[config.mk]
export PLATFORM = sky130hd
export DESIGN_NAME = ms_job_sched
export DESIGN_NICKNAME = d
export VERILOG_FILES = /design/src/rtl/ms_pkg.sv /design/src/rtl/ms_rr_arb.sv /design/src/rtl/ms_job_sched.sv
export SDC_FILE = /design/constraint.sdc
export NUM_CORES = 1
export LEC_CHECK = 0
export BUFFER_PORTS_ARGS = -buffer_cell sky130_fd_sc_hd__buf_2
export CORE_MARGIN = 5
export CORE_UTILIZATION = 45
export CTS_CLUSTER_SIZE = 16
export DETAILED_ROUTE_END_ITERATION = 12
export PLACE_DENSITY = 0.64
export SETUP_SLACK_MARGIN = 0.3
export SLEW_MARGIN = 40
export SYNTH_ARGS = -nofsm -noshare
export SYNTH_HDL_FRONTEND = slang
export SYNTH_SLANG_ARGS = --single-unit
[constraint.sdc]
create_clock -name clk -period 2.2 [get_ports clk]
set_clock_uncertainty 0.2 [all_clocks]
set_input_delay 0.22 -clock clk [delete_from_list [all_inputs] [get_ports clk]]
set_output_delay 0.22 -clock clk [all_outputs]
set_load 0.1 [all_outputs]
[src/rtl/ms_pkg.sv]
// Shared types and constants for the MS maze-solver job scheduler.
package ms_pkg;

  localparam int MS_MAZE_BITS = 225;
  localparam int MS_COORD_W   = 4;
  localparam int BIT_CNT_W    = 8;

  typedef logic [MS_COORD_W-1:0] coord_t;

  typedef enum logic [2:0] {
    IDLE,
    LOAD,
    WAIT,
    DRAIN,
    DONE,
    ABORT,
    COOL
  } state_t;

endpackage

[src/rtl/ms_rr_arb.sv]
// Round-robin arbiter: first set request at or above rr_ptr, wrapping modulo N_REQ.
module ms_rr_arb #(
  parameter int N_REQ = 2,
  parameter int IW    = $clog2(N_REQ)
) (
  input  logic [N_REQ-1:0] req,
  input  logic [IW-1:0]    rr_ptr,
  output logic [N_REQ-1:0] gnt,
  output logic [IW-1:0]    gnt_idx,
  output logic             any
);

  logic [IW-1:0] k;

  always_comb begin
    gnt     = '0;
    gnt_idx = '0;
    any     = 1'b0;
    k       = rr_ptr;
    for (int i = 0; i < N_REQ; i++) begin
      if (!any && req[k]) begin
        any     = 1'b1;
        gnt[k]  = 1'b1;
        gnt_idx = k;
      end
      k = (k == IW'(N_REQ - 1)) ? '0 : k + 1'b1;
    end
  end

endmodule

[src/rtl/ms_job_sched.sv]
// Shares one MS maze solver between N_REQ sources: arbitrates, streams the maze in,
// returns the tagged result burst and recovers the solver via a watchdog.
//
// state | meaning
// IDLE  | no job; arbitrate pending requests
// LOAD  | stream granted source's maze bits to the solver
// WAIT  | maze loaded; waiting for first result beat (watchdog running)
// DRAIN | forwarding result beats (watchdog restarted)
// DONE  | one-cycle job_done pulse, advance round-robin pointer
// ABORT | one-cycle job_abort and solver reset pulse, advance pointer
// COOL  | COOL_CYC idle cycles so the solver settles back to its idle state
module ms_job_sched
  import ms_pkg::*;
#(
  parameter int N_REQ     = 2,
  parameter int MAZE_BITS = MS_MAZE_BITS,
  parameter int TIMEOUT   = 1023,
  parameter int COOL_CYC  = 2,
  localparam int ID_W     = $clog2(N_REQ)
) (
  input  logic             clk,
  input  logic             rst_n,
  input  logic [N_REQ-1:0] req,
  output logic [N_REQ-1:0] grant,
  input  logic [N_REQ-1:0] src_valid,
  input  logic [N_REQ-1:0] src_bit,
  output logic             ms_in_valid,
  output logic             ms_maze,
  output logic             ms_srst_n,
  input  logic             ms_out_valid,
  input  logic             ms_not_valid,
  input  coord_t           ms_out_x,
  input  coord_t           ms_out_y,
  output logic             res_valid,
  output logic [ID_W-1:0]  res_id,
  output coord_t           res_x,
  output coord_t           res_y,
  output logic             res_fail,
  output logic             job_done,
  output logic             job_abort,
  output logic             busy
);

  localparam int WD_W = $clog2(TIMEOUT + 1);
  localparam int CW   = $clog2(COOL_CYC + 1);

  state_t                 state_q, state_d;
  logic [N_REQ-1:0]       grant_q;
  logic [ID_W-1:0]        g_q;
  logic [ID_W-1:0]        rr_ptr_q;
  logic [ID_W-1:0]        next_ptr;
  logic [BIT_CNT_W-1:0]   bit_cnt_q;
  logic [WD_W-1:0]        wd_cnt_q;
  logic [CW-1:0]          cool_cnt_q;
  logic [N_REQ-1:0]       arb_gnt;
  logic [ID_W-1:0]        arb_idx;
  logic                   arb_any;
  logic                   bit_last;
  logic                   wd_expired;
  logic                   capture;

  ms_rr_arb #(
    .N_REQ (N_REQ),
    .IW    (ID_W)
  ) u_arb (
    .req     (req),
    .rr_ptr  (rr_ptr_q),
    .gnt     (arb_gnt),
    .gnt_idx (arb_idx),
    .any     (arb_any)
  );

  assign grant      = grant_q;
  assign busy       = (state_q != IDLE);
  assign bit_last   = (bit_cnt_q == BIT_CNT_W'(MAZE_BITS - 1));
  assign wd_expired = (wd_cnt_q == WD_W'(TIMEOUT));
  assign next_ptr   = (g_q == ID_W'(N_REQ - 1)) ? '0 : g_q + 1'b1;

  // A beat sampled on the cycle the DRAIN watchdog fires is dropped: ABORT carries no result.
  assign capture = ms_out_valid &&
                   ((state_q == WAIT) || ((state_q == DRAIN) && !wd_expired));

  always_comb begin
    state_d     = state_q;
    ms_in_valid = 1'b0;
    ms_maze     = 1'b0;
    ms_srst_n   = 1'b1;
    job_done    = 1'b0;
    job_abort   = 1'b0;
    case (state_q)
      IDLE: if (arb_any) state_d = LOAD;
      LOAD: begin
        ms_in_valid = |(src_valid & grant_q);
        ms_maze     = |(src_bit & grant_q);
        if (ms_in_valid && bit_last) state_d = WAIT;
      end
      WAIT: begin
        if (ms_out_valid)    state_d = DRAIN;
        else if (wd_expired) state_d = ABORT;
      end
      DRAIN: begin
        if (!ms_out_valid)   state_d = DONE;
        else if (wd_expired) state_d = ABORT;
      end
      DONE: begin
        job_done = 1'b1;
        state_d  = COOL;
      end
      ABORT: begin
        job_abort = 1'b1;
        ms_srst_n = 1'b0;
        state_d   = COOL;
      end
      COOL: if (cool_cnt_q == CW'(COOL_CYC - 1)) state_d = IDLE;
      default: state_d = IDLE;
    endcase
  end

  always_ff @(posedge clk) begin
    if (!rst_n) begin
      state_q    <= IDLE;
      grant_q    <= '0;
      g_q        <= '0;
      rr_ptr_q   <= '0;
      bit_cnt_q  <= '0;
      wd_cnt_q   <= '0;
      cool_cnt_q <= '0;
      res_valid  <= 1'b0;
      res_id     <= '0;
      res_x      <= '0;
      res_y      <= '0;
      res_fail   <= 1'b0;
    end else begin
      state_q <= state_d;

      if (state_q == IDLE && arb_any) begin
        grant_q <= arb_gnt;
        g_q     <= arb_idx;
      end else if (state_q == DONE || state_q == ABORT) begin
        grant_q  <= '0;
        rr_ptr_q <= next_ptr;
      end

      if (ms_in_valid) bit_cnt_q <= bit_last ? '0 : bit_cnt_q + 1'b1;

      // Watchdog restarts on every state change, so DRAIN entry starts a fresh window.
      if ((state_q == WAIT || state_q == DRAIN) && state_d == state_q)
        wd_cnt_q <= wd_cnt_q + 1'b1;
      else
        wd_cnt_q <= '0;

      cool_cnt_q <= (state_q == COOL && state_d == COOL) ? cool_cnt_q + 1'b1 : '0;

      res_valid <= capture;
      res_id    <= capture ? g_q          : '0;
      res_x     <= capture ? ms_out_x     : '0;
      res_y     <= capture ? ms_out_y     : '0;
      res_fail  <= capture ? ms_not_valid : 1'b0;
    end
  end

endmodule
==> impl_metrics.yaml <==
floorplanning:
  dieArea_um2: 4904
  num_rows: 21
  core_um2: 3416
  start_util_pct: 47.47
  die_h_um: 70.03
  num_io_pins: 37
  chipWidth_um: 70.03
clocking:
  htreeDepth: 2
  clkTransAtPathRegs_ns: 0.12
  cts_made_buffers: 5
  root_buffer: "clkbuf_4"
  cts.sinks: 38
  insertion_delay_ns: 0.35
  cts_tree: "done"
  clockBufferDepth: 2
pwr:
  power_leakage_nw: 0.9105
  power.density_nw_per_um2: 587.7
  peakVddDrop_uv: 381.2
routing:
  drtPass1Iterations: 4
  wl_mm: 3.704
  top_layer_used: "met4"
  via_count: 1475
  viasPerCell: 5.194
  met2_length_mm: 1.864
  ant_nets: 0
  wl_met3_um: 235
  m1WireLength_mm: 1.552
  drt_iter0_drc: 166
  wl_per_cell_um: 13.04
  drc: 0
global_routing:
  grt-ovfl-total: 0
  grtUsageTotal_pct: 15.67
  antenna_found_initial: 0
  grt_start_max_net_pins: 15
  grt_pass1_vias: 1488
  grt_first_pass_wirelength_mm: 6.216
synth:
  yosysSeqAreaShare_pct: 46.91
  synth_cell_type_count: 40
  yosysTopAreaCell: "dfxtp_1"
  async_reset_ff_share_pct: 0
  ys_ff_latch: 38
  synth-main-ff-cell: "dfxtp_1"
  synth_edf_count: 0
  syn-num-nets: 201
  yosys-top-cells-area: "dfxtp_1 47%, nor2_1 5.1%, and2_1 3.9%"
  avgSynthCellArea_um2: 9.059
  synthCells: 179
  netlist_area_um2: 1622
  synth_top_area_share_pct: 46.91
  yosysWarnings: 0
sta:
  maxSlewViolCount: 0
  max_freq_ghz: 0.5003
  setup_viol_count_final: 0
  finalCritPeriodShare_pct: 90.85
  rsz0062_at_grt: "yes"
  fin_setup_tns_ns: 0
  period_minus_slack_ns: 1.999
  worstMarginPinSlew_ns: 0.4941
  hold_viol: 0
  maxSlewHeadroom_pct: 67.29
layout:
  syn2layout_area_growth_pct: 36.65
  final_nets: 259
  drive_gt1_share_pct: 34.45
  fin_util_pct: 64.87
  antennaDiodeCount: 0
  mostFrequentLayoutCells: "30 x dfxtp_1, 30 x buf_2, 19 x nor2_1"
placement:
  io_buffers: 36
  hpwlAfterDp_mm: 2.423
  place_congestion: 0.7857
setup_path:
  critPathArrivalTime_ns: 1.58
  cp_max_fo: 2
  path_class: "flip-flop to output port"
  cp.required_ns: 1.78
  cp-start-kind: "flip-flop"
  worstSetupEndpointType: "output port"
status:
  status: "complete, no violations"
min_path:
  hp-class: "input port to flip-flop"
flow_run:
  drv_cap: 0
==> registers in the layout, indices dropped and copies added, names as in the netlist <==
name and flops:
wd_cnt_q 10, res_fail 1, res_x 4, res_id 1
state_q 3, rr_ptr_q 1, g_q 1, res_valid 1
cool_cnt_q 2, bit_cnt_q 8, grant 2, res_y 4
==> worst paths after layout <==
| kind | slack [ns] | to | start | cells past startpoint |
|---|---|---|---|---|
| min | 0.02 | state_q[1] | rst_n | 2 |
| min reg2reg | 0.24 | cool_cnt_q[0] | cool_cnt_q[0] | 1 |
| max reg2reg | 0.30 | wd_cnt_q[7] | state_q[2] | 5 |
| max | 0.20 | ms_in_valid | state_q[1] | 4 |
==> layer usage <==
layer	vias up	track usage (%)
met3	6	4.878
met1	697	17.02
met4	0	9.362
met2	45	26.55
li1	727	-
met5	-	0
==> cell usage after synthesis, drive strengths merged (2+ instances only) <==
library cell  instances
nor3                  4
ha                    4
nand2                13
nor4                  4
nor2                 22
a21oi                 2
a21boi                4
xnor2                 7
a22oi                 2
nor2b                 3
nand3                 9
nand3b                2
dfxtp                38
o21ai                 4
inv                  11
buf                   4
clkbuf                3
and2                 10
nand4                 5
xor2                  7
and3                  2
o21a                  2
o211ai                2
and4                  3
==> logic make-up (layout without fill, tap and decap cells) <==
group                      after synthesis  in the layout  synth area share [%]
DFF                                     38             38                 46.91
xor gates and xnor gates                14             14                 7.562
AOI/OAI and AO/OA                       20             20                 8.950
and+or+nand+nor                         85             86                 28.09
buffers and inverters                   18             76                 5.401
adders and majority gates                4              4                 3.087
==> worst max-delay path, cell delays in order (launching register included) <==
cell and delay [ns]:
dfxtp_4 0.36, or3b_4 0.39, or2_4 0.27, inv_8 0.06, buf_12 0.16
==> area by class of cell <==
type / count / area, um^2
Timing Repair Buffer: 57 / 402.9
Clock inverter: 1 / 5.005
Inverter: 11 / 52.55
Fill cell: 278 / 1200
Multi-Input combinational cell: 124 / 862.1
Clock buffer: 7 / 55.05
Sequential cell: 38 / 780.7
Tap cell: 46 / 57.56
==> power breakdown <==
group | internal (mW) | switching, mW | total [mW]
Combinational | 0.0817 | 0.142 | 0.223
Clock | 0.155 | 0.221 | 0.376
Sequential | 0.695 | 0.00767 | 0.703
==> metrics by stage <==
step | power (mW) | instance area, um^2 | hold WS, ns | setup WS, ns | instances
2_1_floorplan | 0.8616 | 1667 | 0.1417 | 0.3233 | 179
6_report | 1.302 | 2216 | 0.02335 | 0.2013 | 284
3_3_place_gp | 0.9041 | 1896 | 0.2063 | 0.2506 | 255
4_1_cts | 1.307 | 2140 | 0.01418 | 0.1912 | 278
5_1_grt | 1.364 | 2216 | 0.02604 | 0.1601 | 284
3_5_place_dp | 0.9089 | 1896 | 0.2249 | 0.1652 | 255
==> what timing repair did <==
action                                  4_1_cts  5_1_grt
endpoints found under the setup margin       33       33
pin swaps                                     2        4
hold buffers                                 10        0
cloned                                        0        1
buffers inserted                              5        5
gates resized for setup                      14       13
hold endpoints to repair                     10        0
(Power assumes the default switching activity.)
